File: src/rtl/us_tlp_pkg.sv
// Shared definitions for the upstream command -> PCIe request TLP path.
//   - fmt constants for the four supported request formats
//   - bit offsets/widths of the fields in the 128-bit upstream command word
//   - FSM state type used by us_cmd_tlp_tx
//   - helper functions that build the header DWs
package us_tlp_pkg;

    localparam logic [1:0] FMT_MRD32 = 2'b00;
    localparam logic [1:0] FMT_MRD64 = 2'b01;
    localparam logic [1:0] FMT_MWR32 = 2'b10;
    localparam logic [1:0] FMT_MWR64 = 2'b11;

    localparam int CMD_ADDR_LO_LSB = 0;
    localparam int CMD_ADDR_HI_LSB = 32;
    localparam int CMD_ADDR_W      = 32;
    localparam int CMD_DATA_LSB    = 64;
    localparam int CMD_DATA_W      = 32;
    localparam int CMD_LEN_LSB     = 96;
    localparam int CMD_LEN_W       = 10;
    localparam int CMD_RSVD_LSB    = 106;
    localparam int CMD_RSVD_W      = 13;
    localparam int CMD_TAG_LSB     = 119;
    localparam int CMD_TAG_W       = 8;
    localparam int CMD_OP_BIT      = 127;

    typedef enum logic [2:0] {
        ST_IDLE = 3'd0,
        ST_POP  = 3'd1,
        ST_LOAD = 3'd2,
        ST_HDR0 = 3'd3,
        ST_HDR1 = 3'd4,
        ST_HDR2 = 3'd5,
        ST_HDR3 = 3'd6,
        ST_DATA = 3'd7
    } tlp_state_t;

    // DW0: fmt, type=MEM, TC/TD/EP/attr all zero, length (0 means 1024 DW).
    function automatic logic [31:0] build_dw0(input logic [1:0] fmt, input logic [9:0] len);
        return {1'b0, fmt, 5'b00000, 1'b0, 3'b000, 4'b0000, 1'b0, 1'b0, 2'b00, 2'b00, len};
    endfunction

    // DW1: requester ID, tag, last BE (must be 0 for single-DW requests), first BE.
    function automatic logic [31:0] build_dw1(input logic [15:0] req_id, input logic [7:0] tag,
                                              input logic [9:0] len);
        return {req_id, tag, ((len == 10'd1) ? 4'h0 : 4'hF), 4'hF};
    endfunction

    // DW-aligned lower address; the two byte-offset bits are not carried.
    function automatic logic [31:0] build_addr_lo(input logic [31:0] addr_lo);
        return {addr_lo[31:2], 2'b00};
    endfunction

endpackage

File: src/rtl/us_cmd_tlp_tx.sv
// us_cmd_tlp_tx: pops one 128-bit upstream command from us_cmd_fifo and sends it
// as a single MRd or MWr request TLP on the 32-bit TRN TX interface.
//
// Ports:
//   clk, rst_n                  clock, asynchronous active-low reset
//   fifo_dout/fifo_empty        command word and empty flag from us_cmd_fifo
//   fifo_rd_en                  one-cycle pop strobe
//   cfg_completer_id            requester ID placed in DW1
//   cfg_bus_mstr_enable         new commands are only popped while set
//   trn_td/trn_tsof_n/trn_teof_n/trn_tsrc_rdy_n/trn_tsrc_dsc_n   TRN TX source side
//   trn_tdst_rdy_n, trn_tbuf_av TRN TX sink side
//   busy                        command being fetched or transmitted
//   tlp_cnt                     wrapping count of completed TLPs
//
// Build option: define US_CMD_TLP_ADDR64_EN to send a 4DW header whenever
// addr_hi is non-zero; otherwise addr_hi is ignored and all headers are 3DW.
module us_cmd_tlp_tx
    import us_tlp_pkg::*;
#(
    parameter logic [5:0] BUF_AV_MIN = 6'd1,
    parameter logic [7:0] MWR_TAG    = 8'h00
) (
    input  logic         clk,
    input  logic         rst_n,
    input  logic [127:0] fifo_dout,
    input  logic         fifo_empty,
    output logic         fifo_rd_en,
    input  logic [15:0]  cfg_completer_id,
    input  logic         cfg_bus_mstr_enable,
    output logic [31:0]  trn_td,
    output logic         trn_tsof_n,
    output logic         trn_teof_n,
    output logic         trn_tsrc_rdy_n,
    output logic         trn_tsrc_dsc_n,
    input  logic         trn_tdst_rdy_n,
    input  logic [5:0]   trn_tbuf_av,
    output logic         busy,
    output logic [15:0]  tlp_cnt
);

    tlp_state_t   state_r, state_next_s;
    logic [127:0] cmd_r, cmd_s;
    logic [31:0]  td_r, td_next_s;
    logic         sof_n_r, sof_n_next_s;
    logic         eof_n_r, eof_n_next_s;
    logic         src_rdy_n_r, src_rdy_n_next_s;
    logic         rd_en_r, busy_r;
    logic [15:0]  tlp_cnt_r;
    logic         accept_s, is_wr_s, is_64_s;
    logic [1:0]   fmt_s;
    logic [9:0]   len_s;
    logic [7:0]   tag_s;
    logic [31:0]  addr_lo_s, addr_hi_s, data_s;
    logic         unused_bits_s;

    // A beat moves only when both sides of the TRN handshake are ready.
    assign accept_s = !src_rdy_n_r && !trn_tdst_rdy_n;

    // Decode the command; in LOAD the word is still on fifo_dout, so the
    // first header beat is built straight from it.
    always_comb begin
        cmd_s     = (state_r == ST_LOAD) ? fifo_dout : cmd_r;
        is_wr_s   = cmd_s[CMD_OP_BIT];
        addr_lo_s = cmd_s[CMD_ADDR_LO_LSB +: CMD_ADDR_W];
        addr_hi_s = cmd_s[CMD_ADDR_HI_LSB +: CMD_ADDR_W];
        data_s    = cmd_s[CMD_DATA_LSB +: CMD_DATA_W];
`ifdef US_CMD_TLP_ADDR64_EN
        is_64_s   = (addr_hi_s != 32'h0000_0000);
`else
        is_64_s   = 1'b0;
`endif
        len_s     = is_wr_s ? 10'd1 : cmd_s[CMD_LEN_LSB +: CMD_LEN_W];
        tag_s     = is_wr_s ? MWR_TAG : cmd_s[CMD_TAG_LSB +: CMD_TAG_W];
        if (is_wr_s) begin
            fmt_s = is_64_s ? FMT_MWR64 : FMT_MWR32;
        end else begin
            fmt_s = is_64_s ? FMT_MRD64 : FMT_MRD32;
        end
    end

    // Fields that never reach the wire.
    assign unused_bits_s = ^{cmd_s[CMD_RSVD_LSB +: CMD_RSVD_W], addr_hi_s};

    // Next state, plus the registered TRN values for the beat of that state.
    always_comb begin
        state_next_s     = state_r;
        td_next_s        = td_r;
        sof_n_next_s     = sof_n_r;
        eof_n_next_s     = eof_n_r;
        src_rdy_n_next_s = src_rdy_n_r;

        case (state_r)
            ST_IDLE: begin
                if (!fifo_empty && cfg_bus_mstr_enable && (trn_tbuf_av >= BUF_AV_MIN)) begin
                    state_next_s = ST_POP;
                end else begin
                    state_next_s = ST_IDLE;
                end
            end
            ST_POP:  state_next_s = ST_LOAD;
            ST_LOAD: state_next_s = ST_HDR0;
            ST_HDR0: state_next_s = accept_s ? ST_HDR1 : ST_HDR0;
            ST_HDR1: state_next_s = accept_s ? ST_HDR2 : ST_HDR1;
            ST_HDR2: begin
                if (!accept_s) begin
                    state_next_s = ST_HDR2;
                end else if (is_64_s) begin
                    state_next_s = ST_HDR3;
                end else begin
                    state_next_s = is_wr_s ? ST_DATA : ST_IDLE;
                end
            end
`ifdef US_CMD_TLP_ADDR64_EN
            ST_HDR3: begin
                if (accept_s) begin
                    state_next_s = is_wr_s ? ST_DATA : ST_IDLE;
                end else begin
                    state_next_s = ST_HDR3;
                end
            end
`endif
            ST_DATA: state_next_s = accept_s ? ST_IDLE : ST_DATA;
            default: state_next_s = ST_IDLE;
        endcase

        // On a state change load the new beat; otherwise the beat holds.
        if (state_next_s != state_r) begin
            td_next_s        = 32'h0000_0000;
            sof_n_next_s     = 1'b1;
            eof_n_next_s     = 1'b1;
            src_rdy_n_next_s = 1'b1;
            case (state_next_s)
                ST_HDR0: begin
                    td_next_s        = build_dw0(fmt_s, len_s);
                    sof_n_next_s     = 1'b0;
                    src_rdy_n_next_s = 1'b0;
                end
                ST_HDR1: begin
                    td_next_s        = build_dw1(cfg_completer_id, tag_s, len_s);
                    src_rdy_n_next_s = 1'b0;
                end
                ST_HDR2: begin
                    td_next_s        = is_64_s ? addr_hi_s : build_addr_lo(addr_lo_s);
                    eof_n_next_s     = is_64_s || is_wr_s;
                    src_rdy_n_next_s = 1'b0;
                end
`ifdef US_CMD_TLP_ADDR64_EN
                ST_HDR3: begin
                    td_next_s        = build_addr_lo(addr_lo_s);
                    eof_n_next_s     = is_wr_s;
                    src_rdy_n_next_s = 1'b0;
                end
`endif
                ST_DATA: begin
                    td_next_s        = data_s;
                    eof_n_next_s     = 1'b0;
                    src_rdy_n_next_s = 1'b0;
                end
                default: begin
                    td_next_s        = 32'h0000_0000;
                    src_rdy_n_next_s = 1'b1;
                end
            endcase
        end else begin
            td_next_s        = td_r;
            sof_n_next_s     = sof_n_r;
            eof_n_next_s     = eof_n_r;
            src_rdy_n_next_s = src_rdy_n_r;
        end
    end

    // State, command capture, registered outputs and TLP counter.
    always_ff @(posedge clk or negedge rst_n) begin
        if (!rst_n) begin
            state_r     <= ST_IDLE;
            cmd_r       <= 128'h0;
            td_r        <= 32'h0000_0000;
            sof_n_r     <= 1'b1;
            eof_n_r     <= 1'b1;
            src_rdy_n_r <= 1'b1;
            rd_en_r     <= 1'b0;
            busy_r      <= 1'b0;
            tlp_cnt_r   <= 16'h0000;
        end else begin
            state_r     <= state_next_s;
            if (state_r == ST_LOAD) begin
                cmd_r <= fifo_dout;
            end else begin
                cmd_r <= cmd_r;
            end
            td_r        <= td_next_s;
            sof_n_r     <= sof_n_next_s;
            eof_n_r     <= eof_n_next_s;
            src_rdy_n_r <= src_rdy_n_next_s;
            rd_en_r     <= (state_next_s == ST_POP);
            busy_r      <= (state_next_s != ST_IDLE);
            if (accept_s && !eof_n_r) begin
                tlp_cnt_r <= tlp_cnt_r + 16'd1;
            end else begin
                tlp_cnt_r <= tlp_cnt_r;
            end
        end
    end

    assign fifo_rd_en     = rd_en_r;
    assign trn_td         = td_r;
    assign trn_tsof_n     = sof_n_r;
    assign trn_teof_n     = eof_n_r;
    assign trn_tsrc_rdy_n = src_rdy_n_r;
    assign trn_tsrc_dsc_n = 1'b1;
    assign busy           = busy_r;
    assign tlp_cnt        = tlp_cnt_r;

endmodule

File: config.mk
export PLATFORM = sky130hd
export DESIGN_NAME = us_cmd_tlp_tx
export DESIGN_NICKNAME = d
export VERILOG_FILES = /design/src/rtl/us_tlp_pkg.sv /design/src/rtl/us_cmd_tlp_tx.sv
export SDC_FILE = /design/constraint.sdc
export NUM_CORES = 1
export LEC_CHECK = 0
export CAP_MARGIN = 20
export CORE_UTILIZATION = 45
export CTS_CLUSTER_DIAMETER = 150
export DETAILED_ROUTE_END_ITERATION = 7
export DONT_BUFFER_PORTS = 1
export PLACE_DENSITY = 0.6
export SETUP_SLACK_MARGIN = 0.4
export SYNTH_ARGS = -nofsm -noshare
export SYNTH_HDL_FRONTEND = slang
export SYNTH_SLANG_ARGS = --single-unit
File: constraint.sdc
create_clock -name clk -period 2.2 [get_ports clk]
set_input_delay 0.33 -clock clk [delete_from_list [all_inputs] [get_ports clk]]
set_output_delay 0.33 -clock clk [all_outputs]
set_load 0.1 [all_outputs]
== Word level (Yosys, flattened, before mapping) ==
Index checks and enable logic that the tools add are counted.

* Flip-flop bits (word level): 184
* Output and inout bits: 54
* Word-level logic and storage cells: 52

* $add $sub $neg: 1
* $lt $le $gt $ge: 1
* Eq/ne operators: 13
* Muxes and demuxes: 16
* Reductions and logical operators: 11

{| class="wikitable"
|+ Operator list
! kind !! number
|-
| 2-to-1 mux 128 bit || 1
|-
| one-hot mux 32 bit (4 select lines) || 1
|-
| one-hot mux 3 bit (7 select lines) || 1
|-
| equality test 3 bit (second input constant) || 6
|-
| adder 16 x 1 -> 16 bit (second input constant) || 1
|-
| 2-to-1 mux 3 bit || 4
|-
| equality test 10 x 1 -> 1 bit (second input constant) || 1
|-
| 2-to-1 mux 10 bit || 1
|-
| equality test 3 x 2 -> 1 bit (second input constant) || 3
|-
| 2-to-1 mux 8 bit || 1
|-
| equality test 3 x 1 -> 1 bit (second input constant) || 2
|-
| >= comparator 6 x 1 -> 1 bit (second input constant) || 1
|-
| logical AND 1 bit || 4
|-
| zero test 1 bit || 4
|-
| 2-to-1 mux 1 bit || 4
|-
| 2-to-1 mux 4 bit || 1
|-
| OR reduction 4 bit || 1
|-
| zero test 3 bit || 1
|-
| != test 3 bit || 1
|-
| nonzero test 3 bit || 1
|-
| 2-to-1 mux 2 bit || 1
|-
| one-hot mux 1 bit (2 select lines) || 1
|}

== Logic depth before layout (Yosys ltp) ==
Gate-level depths: netlist of run 1.

* Depth in word-level cells: 8
* Gate-level depth with buffers: 8
* Depth with buffers taken out: 5

== Least setup slack after synthesis of run 1 ==
OpenSTA, ideal clock, no wires.

* Kind: register to register
* Start: register src_rdy_n_r, in the netlist trn_tsrc_rdy_n
* End: register td_r[21], in the netlist trn_td[21]
* Setup time: 0.145 ns
* Data arrival time: 2.205 ns
* Data required time: 2.055 ns
* Setup slack: -0.150 ns
* Stages on the path, launching flop included: 9
* Path through: dfstp_2 -> clkbuf_1 -> or2_0 -> clkbuf_1 -> o211ai_1 -> a21o_4 -> buf_12 -> mux2i_1 -> o221ai_2

* Longest elaborated chain between the ends: 6
* Elaborated cells between the ends (all ways): 13
* Those cells by class: eq/ne: 5; mux: 6; reduce/logical: 2

{| class="wikitable"
|+ Ends and longest elaborated chain
! item !! line !! text
|-
| from (decl) || us_cmd_tlp_tx.sv:46 || <nowiki>logic src_rdy_n_r, src_rdy_n_next_s;</nowiki>
|-
| from (signal assigned) || us_cmd_tlp_tx.sv:194 || <nowiki>src_rdy_n_r <= src_rdy_n_next_s;</nowiki>
|-
| zero test 1 bit * || us_cmd_tlp_tx.sv:57 || <nowiki>assign accept_s = !src_rdy_n_r && !trn_tdst_rdy_n;</nowiki>
|-
| logical AND 1 bit * || us_cmd_tlp_tx.sv:57 ||
|-
| 2-to-1 mux 3 bit, or another cell as far along || us_cmd_tlp_tx.sv:122 || <nowiki>ST_DATA: state_next_s = accept_s ? ST_IDLE : ST_DATA;</nowiki>
|-
| one-hot mux 3 bit (7 select lines) * || us_cmd_tlp_tx.sv:92 || <nowiki>case (state_r)</nowiki>
|-
| equality test 3 bit or equality test 3 x 2 -> 1 bit (tied branches) || us_cmd_tlp_tx.sv:132 || <nowiki>case (state_next_s)</nowiki>
|-
| one-hot mux 32 bit (4 select lines) || us_cmd_tlp_tx.sv:132 ||
|-
| to (signal assigned) || us_cmd_tlp_tx.sv:191 || <nowiki>td_r <= td_next_s;</nowiki>
|-
| to (decl) || us_cmd_tlp_tx.sv:43 || <nowiki>logic [31:0] td_r, td_next_s;</nowiki>
|}

Mark *: on every way between the ends. The rest lies on a longest branch, timed or not.
A chain may end at the register's enable or synchronous reset.

== Worst setup path in the final report of run 1 ==
* Start: register state_r[1]
* End: register td_r[14], in the netlist trn_td[14]

* Longest elaborated chain between the ends: 7
* Elaborated cells between the ends (all ways): 18
* Those cells by class: eq/ne: 11; mux: 6; reduce/logical: 1

{| class="wikitable"
|+ Ends and longest elaborated chain
! item !! line !! text
|-
| from (decl) || us_cmd_tlp_tx.sv:41 || <nowiki>tlp_state_t state_r, state_next_s;</nowiki>
|-
| from (signal assigned) || us_cmd_tlp_tx.sv:185 || <nowiki>state_r <= state_next_s;</nowiki>
|-
| equality test 3 x 2 -> 1 bit || us_cmd_tlp_tx.sv:62, us_cmd_tlp_tx.sv:92 ||
|-
| 2-to-1 mux 128 bit || - ||
|-
| 2-to-1 mux 3 bit || us_cmd_tlp_tx.sv:110 || <nowiki>state_next_s = is_wr_s ? ST_DATA : ST_IDLE;</nowiki>
|-
| 2-to-1 mux 3 bit || us_cmd_tlp_tx.sv:105 || <nowiki>if (!accept_s) begin</nowiki>
|-
| one-hot mux 3 bit (7 select lines) || us_cmd_tlp_tx.sv:92 ||
|-
| equality test 3 bit or equality test 3 x 2 -> 1 bit (tied branches) || us_cmd_tlp_tx.sv:132 ||
|-
| one-hot mux 32 bit (4 select lines) || us_cmd_tlp_tx.sv:132 ||
|}

Several ways; a longest one is shown, not always the timed one.

==> results of run 1 <==
critical path, cell delays in order, from the launching register on:
cell	delay (ns)
sky130_fd_sc_hd__dfrtp_1	0.41
sky130_fd_sc_hd__or4b_4	0.54
sky130_fd_sc_hd__a211oi_4	0.25
sky130_fd_sc_hd__buf_4	0.18
sky130_fd_sc_hd__o22ai_4	0.12
sky130_fd_sc_hd__clkbuf_16	0.22
sky130_fd_sc_hd__a32oi_1	0.15
sky130_fd_sc_hd__o21ai_1	0.10
routing by layer:
metal,global-route usage [%],routed length [µm],up-vias
li1,-,-,1951
met1,27.5,6490,2195
met2,35.8,7800,126
met3,7.90,1040,11
met4,8.54,172,0
met5,0,0,-
what timing repair did:
action	CTS	global route
resized for setup	29	46
endpoints found under the setup margin	42	50
cloned	4	2
setup buffers	15	3
pin swaps	11	7
endpoints found under the hold margin	137	137
synth_stat cells (3+ instances only):
cell	n
sky130_fd_sc_hd__clkbuf_1	10
sky130_fd_sc_hd__xnor2_1	11
sky130_fd_sc_hd__nand2_1	34
sky130_fd_sc_hd__o221ai_1	10
sky130_fd_sc_hd__xor2_1	4
sky130_fd_sc_hd__a21oi_1	4
sky130_fd_sc_hd__dfrtp_1	134
sky130_fd_sc_hd__buf_2	6
sky130_fd_sc_hd__nor4b_1	3
sky130_fd_sc_hd__nor2_1	14
sky130_fd_sc_hd__buf_4	8
sky130_fd_sc_hd__inv_1	25
sky130_fd_sc_hd__mux2_2	59
sky130_fd_sc_hd__a221oi_1	6
sky130_fd_sc_hd__nor3b_1	3
sky130_fd_sc_hd__a222oi_1	3
sky130_fd_sc_hd__and3_1	5
sky130_fd_sc_hd__a22oi_1	8
sky130_fd_sc_hd__o21ai_0	11
sky130_fd_sc_hd__nand2b_1	3
sky130_fd_sc_hd__o221ai_2	5
sky130_fd_sc_hd__o21ai_1	9
sky130_fd_sc_hd__o2111ai_1	4
sky130_fd_sc_hd__a32oi_1	9
sky130_fd_sc_hd__nand3_1	6
sky130_fd_sc_hd__nand4_1	6
sky130_fd_sc_hd__o211ai_1	3
sky130_fd_sc_hd__mux2i_1	40
sky130_fd_sc_hd__dfstp_2	3
where the power goes:
part           internal [µW]  switching [µW]  leakage, µW
registers               3630             896      0.00168
clock network           2040            1060     0.000310
logic                   3470            4500      0.00158
kinds of logic after synthesis:
group,after synthesis
AOI/OAI and AO/OA,92
xor gates and xnor gates,15
adders and majority gates,1
buffers and inverters,53
DFF,137
muxes,99
other,1
and+or+nand+nor,90
how the worst min path moves through the flow:
stage	start	to	depth (start not counted)	slack, ns
floorplan	rst_n	busy	0	0.03
global placement	rst_n	tlp_cnt[8]	0	0.04
detailed placement	rst_n	tlp_cnt[9]	0	0.04
CTS	rst_n	tlp_cnt[5]	0	-0.41
global route	rst_n	cmd_r[28]	0	-0.41
finish	rst_n	tlp_cnt[9]	0	-0.39
state kept, by name, summed over array words and instances (netlist names):
| signal | count |
|---|---|
| busy | 1 |
| cmd_r | 81 |
| fifo_rd_en | 1 |
| state_r | 3 |
| tlp_cnt | 16 |
| trn_td | 32 |
| trn_teof_n | 1 |
| trn_tsof_n | 1 |
| trn_tsrc_rdy_n | 1 |
final cells by class:
cell class / count / share of cell area (%)
flip-flops and latches: 137 / 42.2
multi-input cells: 298 / 33.8
repair buffers: 94 / 12.3
clock buffers: 20 / 5.47
well taps: 176 / 2.70
clock inverters: 12 / 2.42
inverters: 25 / 1.15
stage by stage:
stage | TNS [ns] | total power [µW] | std cells | cell area (µm²)
2_1_floorplan | 0 | 9400 | 488 | 6210
3_3_place_gp | 0 | 10700 | 706 | 6840
3_5_place_dp | -0.0663 | 10900 | 706 | 6840
4_1_cts | 0 | 14900 | 757 | 7860
5_1_grt | 0 | 16300 | 762 | 8170
6_report | 0 | 15600 | 762 | 8170
==> results.ini, run 1 <==
[global_route]
track_usage_pct=22.3
grt_pass1_vias=4464
globalRoute.totalOverflow=0
grt_max_degree=138
grt_pass1_wl_um=23700
antenna_violations_before_repair=0

[timing]
slew_headroom_pct=36.7
report.final.hold_viol_count=137
setup_slack_ns=0.118
grt_setup_unrepaired=yes
worst-slew-pin-transition_ns=0.950
finClkSkew_ns=0.00780
max_freq_ghz=0.480
final_setup_viols=0
finalMaxSlewViolations=0
hold_slack_ns=-0.386
fin_crit_ns=2.08
period_share_pct=94.6

[critical_path]
setup.worst_path.start_class=register
timing.setup.critical_path_class=reg2reg
r2r_cells=7
cp_data_required_time_ns=2.49
worst_ep_arrival_time_ns=2.37
reg2reg_slack_ns=0.12
crit_path_max_fanout=8
worstReg2RegEnd=trn_td[14]
endpoint=trn_td[14]
critical_path.startpoint=state_r[1]
critical_path.reg2reg.startpoint=state_r[1]
end_kind=register

[cells_and_area]
nFillCells=1073
flow.area_growth_from_synthesis_pct=33.0
layout_commonest_cell=sky130_fd_sc_hd__dfrtp_1
drive_gt1_share_pct=43.5
combined_area_of_the_multi_input_logic_cells_um2=2760
most_used_cells_in_the_layout_excluding_fill_and_tap_cells=sky130_fd_sc_hd__dfrtp_1 (125), sky130_fd_sc_hd__buf_4 (71), sky130_fd_sc_hd__mux2_2 (51)
finish.utilization_pct=61.5
area.sequential_um2=3450
antennaDiodeCount=0
layout.nets=729

[drt]
postRouteWirelength_um=15500
total_via_count_in_the_routed_design=4283
post_dr_wirelength_cell_um=20.3
detail_route.vias_per_cell=5.62
postRouteAntennaNets=0
drt_first_pass_iters=4
drc=0
drt-initial-drc-count=167

[synth]
syn_area_per_cell_um2=12.6
yosys.area_share.simple_pct=7.64
adder_cell_area_share_of_the_yosys_netlist_pct=0.204
seq_area_frac_synth_pct=55.9
synth_enable_flop_cells=0
synth.cell_area_um2=6140
syn_inst=488
synthesis_warnings=0
cell_types_occupying_the_most_area_after_synthesis=sky130_fd_sc_hd__dfrtp_1 (55%), sky130_fd_sc_hd__mux2_2 (11%), sky130_fd_sc_hd__mux2i_1 (6.5%)
synth_top_area_cell=sky130_fd_sc_hd__dfrtp_1
ys_dominant_reg_cell=sky130_fd_sc_hd__dfrtp_1
synth-async-reset-ratio_pct=100
synth_largest_type_area_fraction_pct=54.6
ys_types=60
yosys-mux-area-fraction_pct=17.3
syn-num-nets=644
synth_compound_area_share_pct=12.2
synth.ff_latch_count=137
dominant_combinational_cell_family_by_area_after_synthesis=multiplexers
synthXorXnorAreaFrac_pct=2.14

[floorplanning]
design.core.area_um2=13300
placement_rows=42
floorplan.die.width_um=119
ios=209
floorplan.initialDensity_pct=46.2
die-area_um2=14100
dieHeight_um=119

[cts]
clkLatencyLatePin_ns=0.41
cts_tree=built
cts.htree.levels=4
clock_tree.buffer_depth=2
cts_sinks=137
path_clk_slew_ns=0.06
tritoncts.num_buffers=17
root_buffer=sky130_fd_sc_hd__clkbuf_16

[min_path]
worstHoldPathType=in2async

[run_status]
violations=negative hold slack
status=finished, violations left

[placement]
dpl_worst_slack_ns=-0.0340
detailedPlacementHpwl_um=9820
finalWeightedCongestion=0.846
numPortBuffers=0

[flow_run]
maxCapViolations=0

[power]
power.density_cell_area_nw_per_um2=1910
leakage_uw=0.00357
irDropWorstVdd_mv=0.828

(Power assumes the default switching activity.)
==> inputs of run 2 (changes only) <==
ABC_AREA = 1   (was default)
CTS_BUF_LIST = sky130_fd_sc_hd__clkbuf_8   (was default)
SLEW_MARGIN = 20   (was default)
==> run 2 against run 1 <==
The run still ends with negative hold slack left; total power fell by 4.5%; critical path depth up 6; register-to-register slack gained 0.04 ns; fmax is 1.7% higher; clock power decreased by 35%; worst setup slack better by 0.035 ns; sequential share of layout area shrank 1.9 points; combinational power increased by 11%; wire length rose by 17%; global-route usage up 1.6 points; sequential cell count did not move; cell count grew 48%; critical path type unchanged; largest cell class unchanged; highest routed layer unchanged.
==> results.ini, run 2 <==
[run_status]
status=finished, violations left  ; unchanged
violations=negative hold slack  ; unchanged

[critical_path]
reg2reg_slack_ns=0.15  ; was 0.12 ns
crit_path_max_fanout=7  ; was 8
r2r_cells=13  ; was 7
cp_num_buf_inv=3  ; was 2
setup.worst_path.start_class=register  ; unchanged
endpoint=trn_teof_n  ; was trn_td[14]
critical_path.most_common_cell=sky130_fd_sc_hd__nand2_4
cp_data_required_time_ns=2.58  ; was 2.49 ns
worst_ep_arrival_time_ns=2.43  ; was 2.37 ns
worstReg2RegEnd=trn_teof_n  ; was trn_td[14]
cp_slowest_stage_delay_ns=0.47  ; was 0.54 ns
worstSetupPathDepth=13  ; was 7
cell_with_the_biggest_individual_delay_on_the_critical_path=sky130_fd_sc_hd__dfrtp_2  ; was sky130_fd_sc_hd__or4b_4
timing.critical_path.max_delay_family=simple AND/OR/NAND/NOR gates  ; was compound AO/OA/AOI/OAI gates
timing.setup.critical_path_class=reg2reg  ; unchanged
end_kind=register  ; unchanged
critical_path.startpoint=state_r[0]  ; was state_r[1]
worstPathCellList=inv_2 -> nand3_4 -> nand2_4 -> nand3_4 -> nand2_4 -> nand2_4 -> nor2_4 -> nand2_2 -> nand4_1 -> buf_6 -> buf_8 -> nand3_1 -> o21ai_1  ; was or4b_4 -> a211oi_4 -> buf_4 -> o22ai_4 -> clkbuf_16 -> a32oi_1 -> o21ai_1
critical_path.reg2reg.startpoint=state_r[0]  ; was state_r[1]

[timing]
worst-slew-pin-transition_ns=0.502  ; was 0.950 ns
fin_tns_setup_ns=0  ; unchanged
hold_slack_ns=-0.432  ; was -0.386 ns
period_share_pct=93.0  ; was 94.6%
max_freq_ghz=0.489  ; was 0.480 GHz
final_setup_viols=0  ; unchanged
report.final.hold_viol_count=137  ; unchanged
finalMaxSlewViolations=0  ; unchanged
fin_crit_ns=2.05  ; was 2.08 ns
finClkSkew_ns=0.0103  ; was 0.00780 ns
slew_headroom_pct=66.5  ; was 36.7%
setup_slack_ns=0.154  ; was 0.118 ns
grt_setup_unrepaired=yes  ; unchanged

[drt]
postRouteAntennaNets=0  ; unchanged
total_via_count_in_the_routed_design=5784  ; was 4283
route.top_layer_used=met4  ; unchanged
drt_first_pass_iters=5  ; was 4
met2WireLength_um=8650  ; was 7800 µm
post_dr_wirelength_cell_um=16.0  ; was 20.3 µm
detail_route.vias_per_cell=5.12  ; was 5.62
met3_wirelength_um=1200  ; was 1040 µm
drt-initial-drc-count=418  ; was 167
drc=0  ; unchanged
drt-met1-wl_um=7920  ; was 6490 µm
postRouteWirelength_um=18100  ; was 15500 µm

[synth]
post-synth-top-count-cell=sky130_fd_sc_hd__nand2_1  ; was sky130_fd_sc_hd__dfrtp_1
ys_types=35  ; was 60
synth.cell_area_um2=6320  ; was 6140 µm²
cell_types_occupying_the_most_area_after_synthesis=sky130_fd_sc_hd__dfrtp_1 (53%), sky130_fd_sc_hd__nand2_1 (26%), sky130_fd_sc_hd__nand3_1 (4.1%)  ; was sky130_fd_sc_hd__dfrtp_1 (55%), sky130_fd_sc_hd__mux2_2 (11%), sky130_fd_sc_hd__mux2i_1 (6.5%)
synth_largest_type_area_fraction_pct=53.1  ; was 54.6%
synth-async-reset-ratio_pct=100  ; unchanged
synth_commonest_cells=sky130_fd_sc_hd__nand2_1 (434), sky130_fd_sc_hd__dfrtp_1 (134), sky130_fd_sc_hd__nand3_1 (52)  ; was sky130_fd_sc_hd__dfrtp_1 (134), sky130_fd_sc_hd__mux2_2 (59), sky130_fd_sc_hd__mux2i_1 (40)
synth_top_area_cell=sky130_fd_sc_hd__dfrtp_1  ; unchanged
synth.ff_latch_count=137  ; unchanged
syn_inst=808  ; was 488
synthesis_warnings=0  ; unchanged
syn-num-nets=964  ; was 644
seq_area_frac_synth_pct=54.3  ; was 55.9%
synth_enable_flop_cells=0  ; unchanged
syn_area_per_cell_um2=7.82  ; was 12.6 µm²
ys_dominant_reg_cell=sky130_fd_sc_hd__dfrtp_1  ; unchanged

[cts]
path_clk_slew_ns=0.08  ; was 0.06 ns
tritoncts.num_buffers=17  ; unchanged
clkLatencyLatePin_ns=0.45  ; was 0.41 ns
cts.hold.buffers_added=41
cts_tree=built  ; unchanged
cts_sinks=137  ; unchanged
clock_tree.buffer_depth=2  ; unchanged
cts.htree.levels=4  ; unchanged
root_buffer=sky130_fd_sc_hd__clkbuf_8  ; was sky130_fd_sc_hd__clkbuf_16

[flow_run]
maxCapViolations=0  ; unchanged

[cells_and_area]
largest_register_ffs=81  ; unchanged
most_used_cells_in_the_layout_excluding_fill_and_tap_cells=sky130_fd_sc_hd__nand2_1 (406), sky130_fd_sc_hd__dfrtp_1 (124), sky130_fd_sc_hd__buf_4 (89)  ; was sky130_fd_sc_hd__dfrtp_1 (125), sky130_fd_sc_hd__buf_4 (71), sky130_fd_sc_hd__mux2_2 (51)
flow.area_growth_from_synthesis_pct=35.6  ; was 33.0%
post_layout_nonfiller_instances=1130  ; was 762
antennaDiodeCount=0  ; unchanged
registers.top_by_ff_count=cmd_r  ; unchanged
layout.nets=1097  ; was 729
drive_gt1_share_pct=24.1  ; was 43.5%
layout_commonest_cell=sky130_fd_sc_hd__nand2_1  ; was sky130_fd_sc_hd__dfrtp_1

[power]
net_switching_share_of_the_total_power_pct=49.5  ; was 41.4%
comb_power_share_pct=59.4  ; was 51.1%
irDropWorstVdd_mv=0.933  ; was 0.828 mV
power.share.clock_pct=13.6  ; was 19.9%
leakage_uw=0.00465  ; was 0.00357 µW
p_int_uw=7520  ; was 9140 µW
total_switching_power_uw=7370  ; was 6460 µW
p_seq_share_pct=26.9  ; was 29.0%
power.density_cell_area_nw_per_um2=1740  ; was 1910 nW/µm²

[floorplanning]
die-area_um2=14500  ; was 14100 µm²
dieHeight_um=120  ; was 119 µm
ios=209  ; unchanged
design.core.area_um2=13500  ; was 13300 µm²
placement_rows=42  ; unchanged
floorplan.die.width_um=120  ; was 119 µm
floorplan.initialDensity_pct=46.9  ; was 46.2%

[global_route]
grt_max_degree=138  ; unchanged
grt_pass1_wl_um=26800  ; was 23700 µm
grt_pass1_vias=5497  ; was 4464
track_usage_pct=23.9  ; was 22.3%
antenna_violations_before_repair=0  ; unchanged
globalRoute.totalOverflow=0  ; unchanged

[placement]
detailedPlacementHpwl_um=10900  ; was 9820 µm
numPortBuffers=0  ; unchanged
dpl_worst_slack_ns=0.0456  ; was -0.0340 ns
place_inst=1023  ; was 706
finalWeightedCongestion=0.862  ; was 0.846

[min_path]
worstHoldPathType=in2async  ; unchanged

-- run 2: cell count changes after synthesis, sizes merged, moves of 6 or more --
| cell | before | now |
|---|---|---|
| o221ai | 15 | 0 |
| nand3 | 6 | 55 |
| mux2i | 40 | 1 |
| a221oi | 6 | 0 |
| a22oi | 8 | 0 |
| o21ai | 20 | 12 |
| mux2 | 59 | 1 |
| nor2 | 15 | 33 |
| xnor2 | 11 | 4 |
| inv | 25 | 44 |
| a32oi | 9 | 0 |
| nand2 | 34 | 436 |
| nand4 | 6 | 20 |
-- run 2: worst register-to-register path, cell delays in order, from the launching register on --
cell and delay, ns:
sky130_fd_sc_hd__dfrtp_2 0.47, sky130_fd_sc_hd__inv_2 0.10, sky130_fd_sc_hd__nand3_4 0.13, sky130_fd_sc_hd__nand2_4 0.14, sky130_fd_sc_hd__nand3_4 0.08, sky130_fd_sc_hd__nand2_4 0.13, sky130_fd_sc_hd__nand2_4 0.07, sky130_fd_sc_hd__nor2_4 0.16
sky130_fd_sc_hd__nand2_2 0.08, sky130_fd_sc_hd__nand4_1 0.12, sky130_fd_sc_hd__buf_6 0.18, sky130_fd_sc_hd__buf_8 0.13, sky130_fd_sc_hd__nand3_1 0.10, sky130_fd_sc_hd__o21ai_1 0.09
-- run 2: per-layer routing --
metal	vias up	global-route usage [%]
li1	2777	-
met1	2784	30.9
met2	203	39.1
met3	20	6.18
met4	0	7.64
met5	-	0
-- run 2: kinds of logic (layout without fill, tap and decap cells) --
kind of cell    Yosys count  in the layout  synth area share, %
compound gates           21             21                 2.06
other cells               1              1               0.0594
xor+xnor                 13             13                 1.80
buf+inv                  80            226                 5.49
mux                       2              2                0.337
flops                   137            137                 54.3
fa+ha+maj                 1              1                0.198
simple gates            553            553                 35.7
-- run 2: layout make-up --
class / count / area (µm²)
multi-input combinational: 591 / 2860
timing repair buffer: 150 / 1470
clock inverter: 15 / 154
fill: 1148 / 4890
clock buffer: 17 / 234
sequential: 137 / 3450
inverter: 44 / 165
tap: 176 / 220
-- run 2: timing repair --
action / 4_1_cts / 5_1_grt
pin swaps: 7 / 24
setup buffers: 12 / 14
gates cloned: 0 / 8
endpoints found under the setup margin: 39 / 41
endpoints found under the hold margin: 178 / 137
gates resized for setup: 24 / 62
-- run 2: worst min path at each step --
stage	startpoint	endpoint	slack, ns	cells past startpoint
CTS	rst_n	tlp_cnt[6]	-0.46	0
global route	rst_n	tlp_cnt[9]	-0.47	0
detailed placement	rst_n	tlp_cnt[6]	0.04	0
finish	rst_n	tlp_cnt[2]	-0.43	0
global placement	rst_n	tlp_cnt[4]	0.04	0
floorplan	rst_n	busy	0.03	0
-- run 2: power by group through the flow --
stage                     sequential (µW)  combinational [µW]  clock [µW]
after detailed placement             4040                6970           0
after global routing                 4120                9500        2180
after CTS                            4010                7340        2070
after global placement               4010                6840           0
final                                4010                8850        2030
after floorplan                      5750                3470           0
-- run 2: metrics by stage --
stage	util, %	hold slack (ns)	area [µm²]	power (µW)
final	63.7	-0.432	8560	14900
after global routing	63.7	-0.470	8560	15800
after CTS	59.7	-0.458	8030	13400
after detailed placement	52.6	0.0383	7070	11000
after global placement	52.6	0.0384	7070	10900
after floorplan	-	0.0344	6420	9220
==> inputs of run 3 (changes only) <==
ABC_AREA = default   (was 1)
==> run 3 against run 2 <==
Total power down 0.52%; cell count down 32%; critical endpoint is now trn_td[0]; worst hold slack better by 0.018 ns; final area down 5.6%; wire length down 14%; fmax down 1.1%; die area down 2.7%; clock skew up 0.0013 ns; sequential power up 13%; the run still ends with negative hold slack left; count of clock-buffer cells in the layout up 1; worst setup slack worse by 0.024 ns.
==> results.ini, run 3 (synthesis results as in run 1) <==
[run_status]
violations=negative hold slack  ; unchanged
status=finished, violations left  ; unchanged

[critical_path]
end_kind=register  ; unchanged
critical_path.startpoint=state_r[1]  ; was state_r[0]
setup.worst_path.start_class=register  ; unchanged
worstReg2RegEnd=trn_td[0]  ; was trn_teof_n
r2r_cells=7  ; was 13
crit_path_max_fanout=8  ; was 7
cp_data_required_time_ns=2.52  ; was 2.58 ns
critical_path.reg2reg.startpoint=state_r[1]  ; was state_r[0]
reg2reg_slack_ns=0.13  ; was 0.15 ns
timing.setup.critical_path_class=reg2reg  ; unchanged
worst_ep_arrival_time_ns=2.39  ; was 2.43 ns
endpoint=trn_td[0]  ; was trn_teof_n

[timing]
period_share_pct=94.1  ; was 93.0%
fin_tns_setup_ns=0  ; unchanged
fin_crit_ns=2.07  ; was 2.05 ns
final_setup_viols=0  ; unchanged
report.final.hold_viol_count=137  ; unchanged
slew_headroom_pct=37.5  ; was 66.5%
finalMaxSlewViolations=0  ; unchanged
finClkSkew_ns=0.0117  ; was 0.0103 ns
hold_slack_ns=-0.414  ; was -0.432 ns
grt_setup_unrepaired=yes  ; unchanged
worst-slew-pin-transition_ns=0.937  ; was 0.502 ns
max_freq_ghz=0.483  ; was 0.489 GHz

[power]
power_uw=14800  ; was 14900 µW
p_int_uw=8460  ; was 7520 µW
leakage_uw=0.00355  ; was 0.00465 µW
power.share.clock_pct=15.7  ; was 13.6%
p_seq_share_pct=30.6  ; was 26.9%
net_switching_share_of_the_total_power_pct=42.9  ; was 49.5%
total_switching_power_uw=6350  ; was 7370 µW
comb_power_share_pct=53.7  ; was 59.4%
irDropWorstVdd_mv=0.871  ; was 0.933 mV
power.density_cell_area_nw_per_um2=1830  ; was 1740 nW/µm²

[cts]
clkLatencyLatePin_ns=0.44  ; was 0.45 ns
path_clk_slew_ns=0.07  ; was 0.08 ns
cts_tree=built  ; unchanged
clock_tree.buffer_depth=2  ; unchanged
cts_sinks=137  ; unchanged
cts.htree.levels=4  ; unchanged
root_buffer=sky130_fd_sc_hd__clkbuf_8  ; unchanged
tritoncts.num_buffers=17  ; unchanged

[drt]
postRouteAntennaNets=0  ; unchanged
drt_first_pass_iters=5  ; unchanged
drt-initial-drc-count=212  ; was 418
detail_route.vias_per_cell=5.60  ; was 5.12
total_via_count_in_the_routed_design=4321  ; was 5784
postRouteWirelength_um=15600  ; was 18100 µm
post_dr_wirelength_cell_um=20.2  ; was 16.0 µm
drc=0  ; unchanged

[global_route]
grt_max_degree=138  ; unchanged
grt_pass1_wl_um=24000  ; was 26800 µm
track_usage_pct=22.6  ; was 23.9%
antenna_violations_before_repair=0  ; unchanged
globalRoute.totalOverflow=0  ; unchanged
grt_pass1_vias=4483  ; was 5497

[cells_and_area]
antennaDiodeCount=0  ; unchanged
layout_commonest_cell=sky130_fd_sc_hd__dfrtp_1  ; was sky130_fd_sc_hd__nand2_1
finish.utilization_pct=60.8  ; was 63.7%
most_used_cells_in_the_layout_excluding_fill_and_tap_cells=sky130_fd_sc_hd__dfrtp_1 (125), sky130_fd_sc_hd__buf_4 (75), sky130_fd_sc_hd__mux2_2 (51)  ; was sky130_fd_sc_hd__nand2_1 (406), sky130_fd_sc_hd__dfrtp_1 (124), sky130_fd_sc_hd__buf_4 (89)
area.sequential_um2=3450  ; about the same
layout.nets=739  ; was 1097
nFillCells=1058  ; was 1148
combined_area_of_the_multi_input_logic_cells_um2=2760  ; was 2860 µm²
registers.top_by_ff_count=cmd_r  ; unchanged
flow.area_growth_from_synthesis_pct=31.6  ; was 35.6%
post_route_cell_area_um2=8090  ; was 8560 µm²
largest_register_ffs=81  ; unchanged
drive_gt1_share_pct=43.0  ; was 24.1%

[floorplanning]
design.core.area_um2=13300  ; was 13500 µm²
die-area_um2=14100  ; was 14500 µm²
floorplan.initialDensity_pct=46.2  ; was 46.9%
floorplan.die.width_um=119  ; was 120 µm
placement_rows=42  ; unchanged
dieHeight_um=119  ; was 120 µm
ios=209  ; unchanged

[placement]
postPlaceCellArea_um2=6840  ; was 7070 µm²
detailedPlacementHpwl_um=9820  ; was 10900 µm
numPortBuffers=0  ; unchanged
finalWeightedCongestion=0.846  ; was 0.862

[flow_run]
maxCapViolations=0  ; unchanged

[min_path]
worstHoldPathType=in2async  ; unchanged

run 3: cell count changes in the layout (fill, tap and decap cells not counted), sizes merged, moves of 7 or more:
cell         change
a22oi            +8
dlygate4sd3     -37
nand2          -402
a32oi            +9
inv             -20
o221ai          +15
o21ai            +8
mux2            +58
mux2i           +39
nand4           -14
nand3           -49
nor2            -18
xnor2            +7
run 3: critical path: stages (launching register included):
cell,delay [ns]
sky130_fd_sc_hd__dfrtp_1,0.42
sky130_fd_sc_hd__or4b_4,0.54
sky130_fd_sc_hd__a211oi_4,0.25
sky130_fd_sc_hd__buf_4,0.18
sky130_fd_sc_hd__o22ai_4,0.11
sky130_fd_sc_hd__buf_12,0.19
sky130_fd_sc_hd__a22oi_1,0.20
sky130_fd_sc_hd__nand2_1,0.08
run 3: cell type report:
class                           instances  share of cell area, %
Clock inverter                         14                   2.54
Inverter                               25                   1.16
Clock buffer                           18                   3.06
Tap cell                              176                   2.72
Timing Repair Buffer                  104                   13.8
Multi-Input combinational cell        298                   34.1
Sequential cell                       137                   42.6
run 3: per-layer routing:
| metal | track usage (%) | routed length [µm] |
|---|---|---|
| met4 | 8.39 | 214 |
| met3 | 8.38 | 1090 |
| met5 | 0 | 0 |
| met1 | 27.8 | 6590 |
| met2 | 36.4 | 7670 |
run 3: through the flow:
stage	instances	worst slack, ns
2_1_floorplan	488	0.0913
3_3_place_gp	706	0.0215
3_5_place_dp	706	-0.0340
4_1_cts	759	0.110
5_1_grt	772	0.0532
6_report	772	0.130
run 3: what timing repair did:
item / in CTS / in global routing
pin swaps: 11 / 13
gates cloned: 5 / 1
hold endpoints to repair: 137 / 141
resized for setup: 30 / 52
setup buffers: 16 / 8
setup endpoints to repair: 41 / 50
run 3: worst min path at each step:
stage | startpoint | to | depth (start not counted)
after floorplan | rst_n | busy | 0
after global placement | rst_n | tlp_cnt[8] | 0
after detailed placement | rst_n | tlp_cnt[9] | 0
after CTS | rst_n | cmd_r[28] | 0
after global routing | rst_n | cmd_r[28] | 0
final | rst_n | tlp_cnt[4] | 0
run 3: power by group through the flow:
| stage | Combinational, µW | Clock (µW) | Sequential (µW) |
|---|---|---|---|
| finish | 7950 | 2330 | 4530 |
| detailed placement | 6380 | 0 | 4500 |
| floorplan | 3410 | 0 | 5990 |
| global placement | 6260 | 0 | 4460 |
| global route | 8390 | 2510 | 4660 |
| CTS | 7350 | 2390 | 4480 |
